### src/rtl/ram_access_arbiter.sv
// Two-port round-robin arbiter that sequences single accesses to the 256x8 RAM
// array: drives MAR_BUS and the write strobe, and captures the assembled read word.
module ram_access_arbiter #(
  parameter int ADDR_W    = 8,
  parameter int DATA_W    = 8,
  parameter int READ_WAIT = 1
) (
  input  logic              clk,
  input  logic              rst_n,
  input  logic              req0,
  input  logic              we0,
  input  logic [ADDR_W-1:0] addr0,
  input  logic [DATA_W-1:0] wdata0,
  output logic              ack0,
  input  logic              req1,
  input  logic              we1,
  input  logic [ADDR_W-1:0] addr1,
  input  logic [DATA_W-1:0] wdata1,
  output logic              ack1,
  output logic [DATA_W-1:0] rdata,
  output logic [ADDR_W-1:0] mar_bus,
  output logic              ram_we,
  output logic [DATA_W-1:0] ram_wdata,
  input  logic [DATA_W-1:0] ram_rdata,
  output logic              busy
);

  // READ_WAIT is limited to 1..15, so four bits cover the settle counter.
  localparam int CNT_W = 4;
  localparam logic [CNT_W-1:0] WAIT_INIT = CNT_W'(READ_WAIT);
  localparam logic [CNT_W-1:0] CNT_ONE   = CNT_W'(1);

  typedef enum logic [1:0] {
    S_IDLE   = 2'd0,
    S_LOAD   = 2'd1,
    S_ACCESS = 2'd2,
    S_DONE   = 2'd3
  } state_t;

  state_t            state_reg;
  state_t            state_next;
  logic [CNT_W-1:0]  cnt_reg;
  logic              grant_port_reg;
  logic              we_reg;
  logic              last_grant_reg;
  logic [ADDR_W-1:0] mar_bus_reg;
  logic [DATA_W-1:0] ram_wdata_reg;
  logic [DATA_W-1:0] rdata_reg;

  logic              grant_valid;
  logic              grant_port;
  logic              access_last;
  logic              capture;

  // Round-robin: on contention the port that was not served last wins.
  always_comb begin
    grant_valid = req0 | req1;
    grant_port  = 1'b0;
    if (req0 && req1) begin
      grant_port = ~last_grant_reg;
    end else if (req1) begin
      grant_port = 1'b1;
    end
  end

  assign access_last = (state_reg == S_ACCESS) && (cnt_reg == CNT_ONE);
  assign capture     = access_last && !we_reg;

  // State register
  always_ff @(posedge clk or negedge rst_n) begin
    if (!rst_n) begin
      state_reg <= S_IDLE;
    end else begin
      state_reg <= state_next;
    end
  end

  // Next-state logic
  always_comb begin
    state_next = state_reg;
    case (state_reg)
      S_IDLE:   if (grant_valid) state_next = S_LOAD;
      S_LOAD:   state_next = S_ACCESS;
      S_ACCESS: if (cnt_reg == CNT_ONE) state_next = S_DONE;
      S_DONE:   state_next = S_IDLE;
      default:  state_next = S_IDLE;
    endcase
  end

  // Output logic
  always_comb begin
    ack0   = 1'b0;
    ack1   = 1'b0;
    ram_we = 1'b0;
    busy   = (state_reg != S_IDLE);
    if (state_reg == S_DONE) begin
      ack0 = ~grant_port_reg;
      ack1 = grant_port_reg;
    end
    // The counter still holds its load value only in the first ACCESS cycle.
    if ((state_reg == S_ACCESS) && we_reg && (cnt_reg == WAIT_INIT)) begin
      ram_we = 1'b1;
    end
  end

  // Winner's request is latched at grant; later input changes are ignored.
  always_ff @(posedge clk or negedge rst_n) begin
    if (!rst_n) begin
      mar_bus_reg    <= '0;
      ram_wdata_reg  <= '0;
      we_reg         <= 1'b0;
      grant_port_reg <= 1'b0;
    end else if ((state_reg == S_IDLE) && grant_valid) begin
      grant_port_reg <= grant_port;
      if (grant_port) begin
        mar_bus_reg   <= addr1;
        ram_wdata_reg <= wdata1;
        we_reg        <= we1;
      end else begin
        mar_bus_reg   <= addr0;
        ram_wdata_reg <= wdata0;
        we_reg        <= we0;
      end
    end
  end

  always_ff @(posedge clk or negedge rst_n) begin
    if (!rst_n) begin
      cnt_reg <= '0;
    end else if (state_reg == S_LOAD) begin
      cnt_reg <= WAIT_INIT;
    end else if (state_reg == S_ACCESS) begin
      cnt_reg <= cnt_reg - CNT_ONE;
    end
  end

  // Starts at 1 so port 0 wins the first contention after reset.
  always_ff @(posedge clk or negedge rst_n) begin
    if (!rst_n) begin
      last_grant_reg <= 1'b1;
    end else if (state_reg == S_DONE) begin
      last_grant_reg <= grant_port_reg;
    end
  end

  always_ff @(posedge clk or negedge rst_n) begin
    if (!rst_n) begin
      rdata_reg <= '0;
    end else if (capture) begin
      rdata_reg <= ram_rdata;
    end
  end

  assign rdata     = rdata_reg;
  assign mar_bus   = mar_bus_reg;
  assign ram_wdata = ram_wdata_reg;

endmodule

### config.mk
export PLATFORM = sky130hd
export DESIGN_NAME = ram_access_arbiter
export DESIGN_NICKNAME = d
export VERILOG_FILES = /design/src/rtl/ram_access_arbiter.sv
export SDC_FILE = /design/constraint.sdc
export NUM_CORES = 1
export LEC_CHECK = 0
export BUFFER_PORTS_ARGS = -buffer_cell sky130_fd_sc_hd__buf_2
export CAP_MARGIN = 10
export CORE_ASPECT_RATIO = 1.25
export CORE_MARGIN = 3
export CORE_UTILIZATION = 26
export DETAILED_ROUTE_END_ITERATION = 16
export GPL_ROUTABILITY_DRIVEN = 0
export SYNTH_ARGS = -nofsm -noshare
export SYNTH_HDL_FRONTEND = slang
export SYNTH_SLANG_ARGS = --single-unit
### constraint.sdc
create_clock -name clk -period 2.4 [get_ports clk]
set_clock_uncertainty 0.1 [all_clocks]
set_input_delay 0.12 -clock clk [delete_from_list [all_inputs] [get_ports clk]]
set_output_delay 0.12 -clock clk [all_outputs]
set_load 0.03 [all_outputs]
After elaboration in Yosys (flattened, before gate mapping):

Index checks and enable logic that the tools add are counted.
W data, S select, Z words.

* add/subtract/negate cells: 1
* $mul: 0
* divide/modulo/power cells: 0
* $lt $le $gt $ge: 0
* equality and inequality tests: 6
* shift operators: 0
* multiplexer cells: 13
* bitwise logic cells: 3
* reductions and logical operators: 11

Operator list (count)
* $mux W8: 2
* $mux W4: 2
* $pmux W2 S4: 1
* $logic_and A1 B1 Y1: 6
* $mux W1: 6
* $eq A2 B2 Y1 const B: 2
* $eq A4 B1 Y1 const B: 1
* $mux W2: 2
* $ne A2 B2 Y1 const B: 2
* $reduce_bool A2 Y1: 2
* $sub A4 B1 Y4 const B: 1
* $eq A2 B1 Y1 const B: 1
* $logic_not A2 Y1: 1
* $not A1 Y1: 2
* $reduce_and A2 Y1: 1
* $logic_not A1 Y1: 1
* $or A1 B1 Y1: 1

* register bits: 33
* bits in latches: 0
* RAM bits: 0
* memory bits (read-only): 0
* input bits: 46
* output and inout port bits: 28
* memories: 0

Logic depth before layout (Yosys ltp):

* depth after elaboration: 4
* gate-level depth with buffers: 6
* depth with buffers taken out: 5

Worst setup path before layout:

Ideal clock, no wire load.

* kind: register to register
* start: register cnt_reg[1]
* end: register rdata_reg[0] (netlist: rdata[0])
* setup time: 0.125 ns
* data arrival time: 1.647 ns
* data required time: 2.175 ns
* setup slack: 0.528 ns
* cell stages (with the launch flop): 6
* path buffers: 0
* clock period less this slack: 1.872 ns
* path through: dfrtp_1 > inv_1 > ha_1 > or3b_4 > nor3b_4 > mux2_2

* word-level cells in the longest chain between the ends: 3

Ends and longest elaborated chain
* start, declared: RTL line 42 `logic [CNT_W-1:0] cnt_reg;`
* start signal, assigned: RTL line 133 `cnt_reg <= cnt_reg - CNT_ONE;`
* $eq A4 B1 Y1: RTL line 66 `assign access_last = (state_reg == S_ACCESS) && (cnt_reg == CNT_ONE);`
* $logic_and A1 B1 Y1: RTL line 66
* $logic_and A1 B1 Y1: RTL line 67 `assign capture = access_last && !we_reg;`
* end signal, assigned: RTL line 150 `rdata_reg <= ram_rdata;`
* end, declared: RTL line 48 `logic [DATA_W-1:0] rdata_reg;`

Every way passes these cells.
A chain may end at the register's enable or synchronous reset.

Worst setup path in the final report:

* start: register cnt_reg[1]
* end: register rdata_reg[2] (netlist: rdata[2])

Same word-level chain as after synthesis.

==> metrics <==
status=finished clean; Syn Std Cell Area=1540 sq um; count leader, synth=dfrtp_1; grt met2 use=16.4%; Die Ht=92.1 microns; Die Wd=74.8 microns; Sw Ratio=44.5%; CTS tree=done; routed vias=1251; initial core utilization=27.5%; vias in the first global route=1215; Root Buffer=clkbuf_8; ys async rst share=100%; CP Launch Point=cnt_reg[1]$_DFFE_PN0P_; setup ws final=0.380 ns; minimum clock period=2.02 ns; Post-layout nets=273; Critical Path End=rdata[2]$_DFFE_PN0P_; largest net degree at the start of global routing=36; first-pass GRT wire length=5.46 mm; initial DRC count=51; Max Cap Viol=0; area grow syn2layout=39.3%; Cell Count, Final, Fillers Out=286; Fin. Hold Viols=0; final wirelength=3.44 mm; CTS Buf Count=5; WP data required=2.46 ns; Boundary Pins=74; critical path class=flip-flop to flip-flop; die area=6890 sq um; FF-to-FF setup slack=0.38 ns; Synth Flop Type=dfrtp_1; synth unique cells=23; crit end category=flip-flop; dpl cells=269; Seq pwr share=34.6%; n_diodes=0; Seq cells post-synth=33; DP Wirelength=2.51 mm; # port buffers=73; Clk Latency, worst-skew pair=0.27 ns; Max VDD drop=476 uV; clock-pin transition on the worst setup and hold timing paths=0.07 ns; most instantiated cells after synthesis=dfrtp_1 (32), nand2_1 (22), o21ai_0 (22); Cells after Synth=137; pwr dens=1350 nW/um^2; Worst EP arrival=2.08 ns; Finished Cell Area=2150 sq um; syn avg cell area=11.2 sq um; # rows=30; Combinational Power Share=50.8%; Crit Reg-Reg Endpoint=rdata[2]$_DFFE_PN0P_; # setup viols final=0; CP max FO=8; Core ar.=5590 sq um; GRT Resource Usage Total=10.5%; CTS H-Tree Depth=2; leading area contributor after synthesis=dfrtp_1; CP startpoint kind=flip-flop; reg2reg start=cnt_reg[1]$_DFFE_PN0P_; clk buf depth=2; TritonCTS Sinks=33; ranking of synthesized cells by area=dfrtp_1 (52%), mux2i_1 (11%), mux2_2 (7.3%); dpl ws=0.385 ns; YS warnings=0; sw power=1290 uW; Least-Margin Pin Slew=1.16 ns; initial antenna violation count=0; DP Area=1970 sq um; vias per cell=4.37; Total Power=2900 uW; TNS Setup=0 ns; DRC=0; Max Fclk=495 MHz; leakage power=0.00113 uW; syn nets=189; RSZ-0062 raised after global routing=false; met1 usage=12.1%; Final Slew Violations=0; Max-slew headroom=22.6%; EDFF count, synth=0; depth of the most critical reg-to-reg path=5; GRT Residual Overflow=0; met3 Resource Use GR=5.04%; wire per inst=12.0 microns; Tcrit/Tclk final=84.2%; Clock power frac=14.6%; Initial DRT Pass Iterations=4; share of the synthesized area in the top cell type=52.0%; Internal=1610 uW; Hold Crit Class=primary input to flip-flop; ratio of cells with drive above 1 in the final layout=42.3%; post-CTS sizing=0; Seq/Total Area, Yosys=53.7%; most used routing layer=met2; ANT nets after route=0
[power by group through the flow]
stage / Clock, uW / Combinational [uW] / Sequential (uW)
global placement: 0 / 1440 / 1010
global route: 470 / 1620 / 1050
detailed placement: 0 / 1480 / 1010
floorplan: 0 / 677 / 1390
finish: 422 / 1470 / 1000
CTS: 446 / 1500 / 1010
[per-stage QoR]
step / hold slack (ns) / utilization [%]
after floorplan: -0.276 / -
after global placement: 0.132 / 35.1
after detailed placement: 0.134 / 35.1
after CTS: 0.0142 / 38.4
after global routing: 0.0326 / 38.4
final: 0.0214 / 38.4
[per-layer routing]
layer / routed length (microns) / vias to the layer above
met5: 0 / -
met1: 1510 / 550
met3: 326 / 2
met2: 1580 / 61
met4: 31 / 0
li1: - / 638
[worst max-delay path, cell delays in order, from the launching register on]
cell and delay (ns):
dfrtp_1 0.38, inv_1 0.10, ha_1 0.15, or3b_4 0.40, nor3b_4 0.39, mux2_2 0.38
[cell type report]
type | count | area [sq um]
timing repair buffer | 82 | 455
fill | 560 | 3450
multi-input combinational | 94 | 674
inverter | 5 | 18.8
sequential | 33 | 827
tap | 64 | 80.1
clock buffer | 8 | 90.1
[cell families after synthesis]
group                    Yosys count  synth area share, %
AO/OA/AOI/OAI                     28                 10.1
adder cells (fa/ha/maj)            6                 4.87
buffers and inverters             10                 2.76
flip-flops                        33                 53.7
multiplexers                      27                 18.4
AND/OR/NAND/NOR                   33                 10.2
[worst min path at each step]
stage / startpoint / end / slack, ns / cells after the start
after detailed placement: rst_n / cnt_reg[3]$_DFFE_PN0P_ / 0.13 / 1
final: addr1[2] / mar_bus[2]$_DFFE_PN0P_ / 0.02 / 3
after CTS: addr1[2] / mar_bus[2]$_DFFE_PN0P_ / 0.01 / 3
after global routing: wdata1[0] / ram_wdata[0]$_DFFE_PN0P_ / 0.03 / 3
after floorplan: rst_n / cnt_reg[0]$_DFFE_PN0P_ / -0.28 / 0
after global placement: rst_n / cnt_reg[3]$_DFFE_PN0P_ / 0.13 / 1
[cells in the final DEF, fill, tap and decap left out, types with 2 or more instances in the layout]
cell type      instances
dlygate4sd3_1          9
buf_2                 73
clkbuf_1               2
o21ai_0               22
nand2_1               22
mux2_2                10
clkbuf_8               6
mux2i_1               17
inv_1                  5
nor2_1                 4
nor2b_1                3
ha_1                   6
dfrtp_1               32
[timing repair]
action	in CTS	in global routing
hold buffers	9	0
buffers inserted	0	0
endpoints found under the hold margin	40	0
Power figures use the tool's default switching activity.
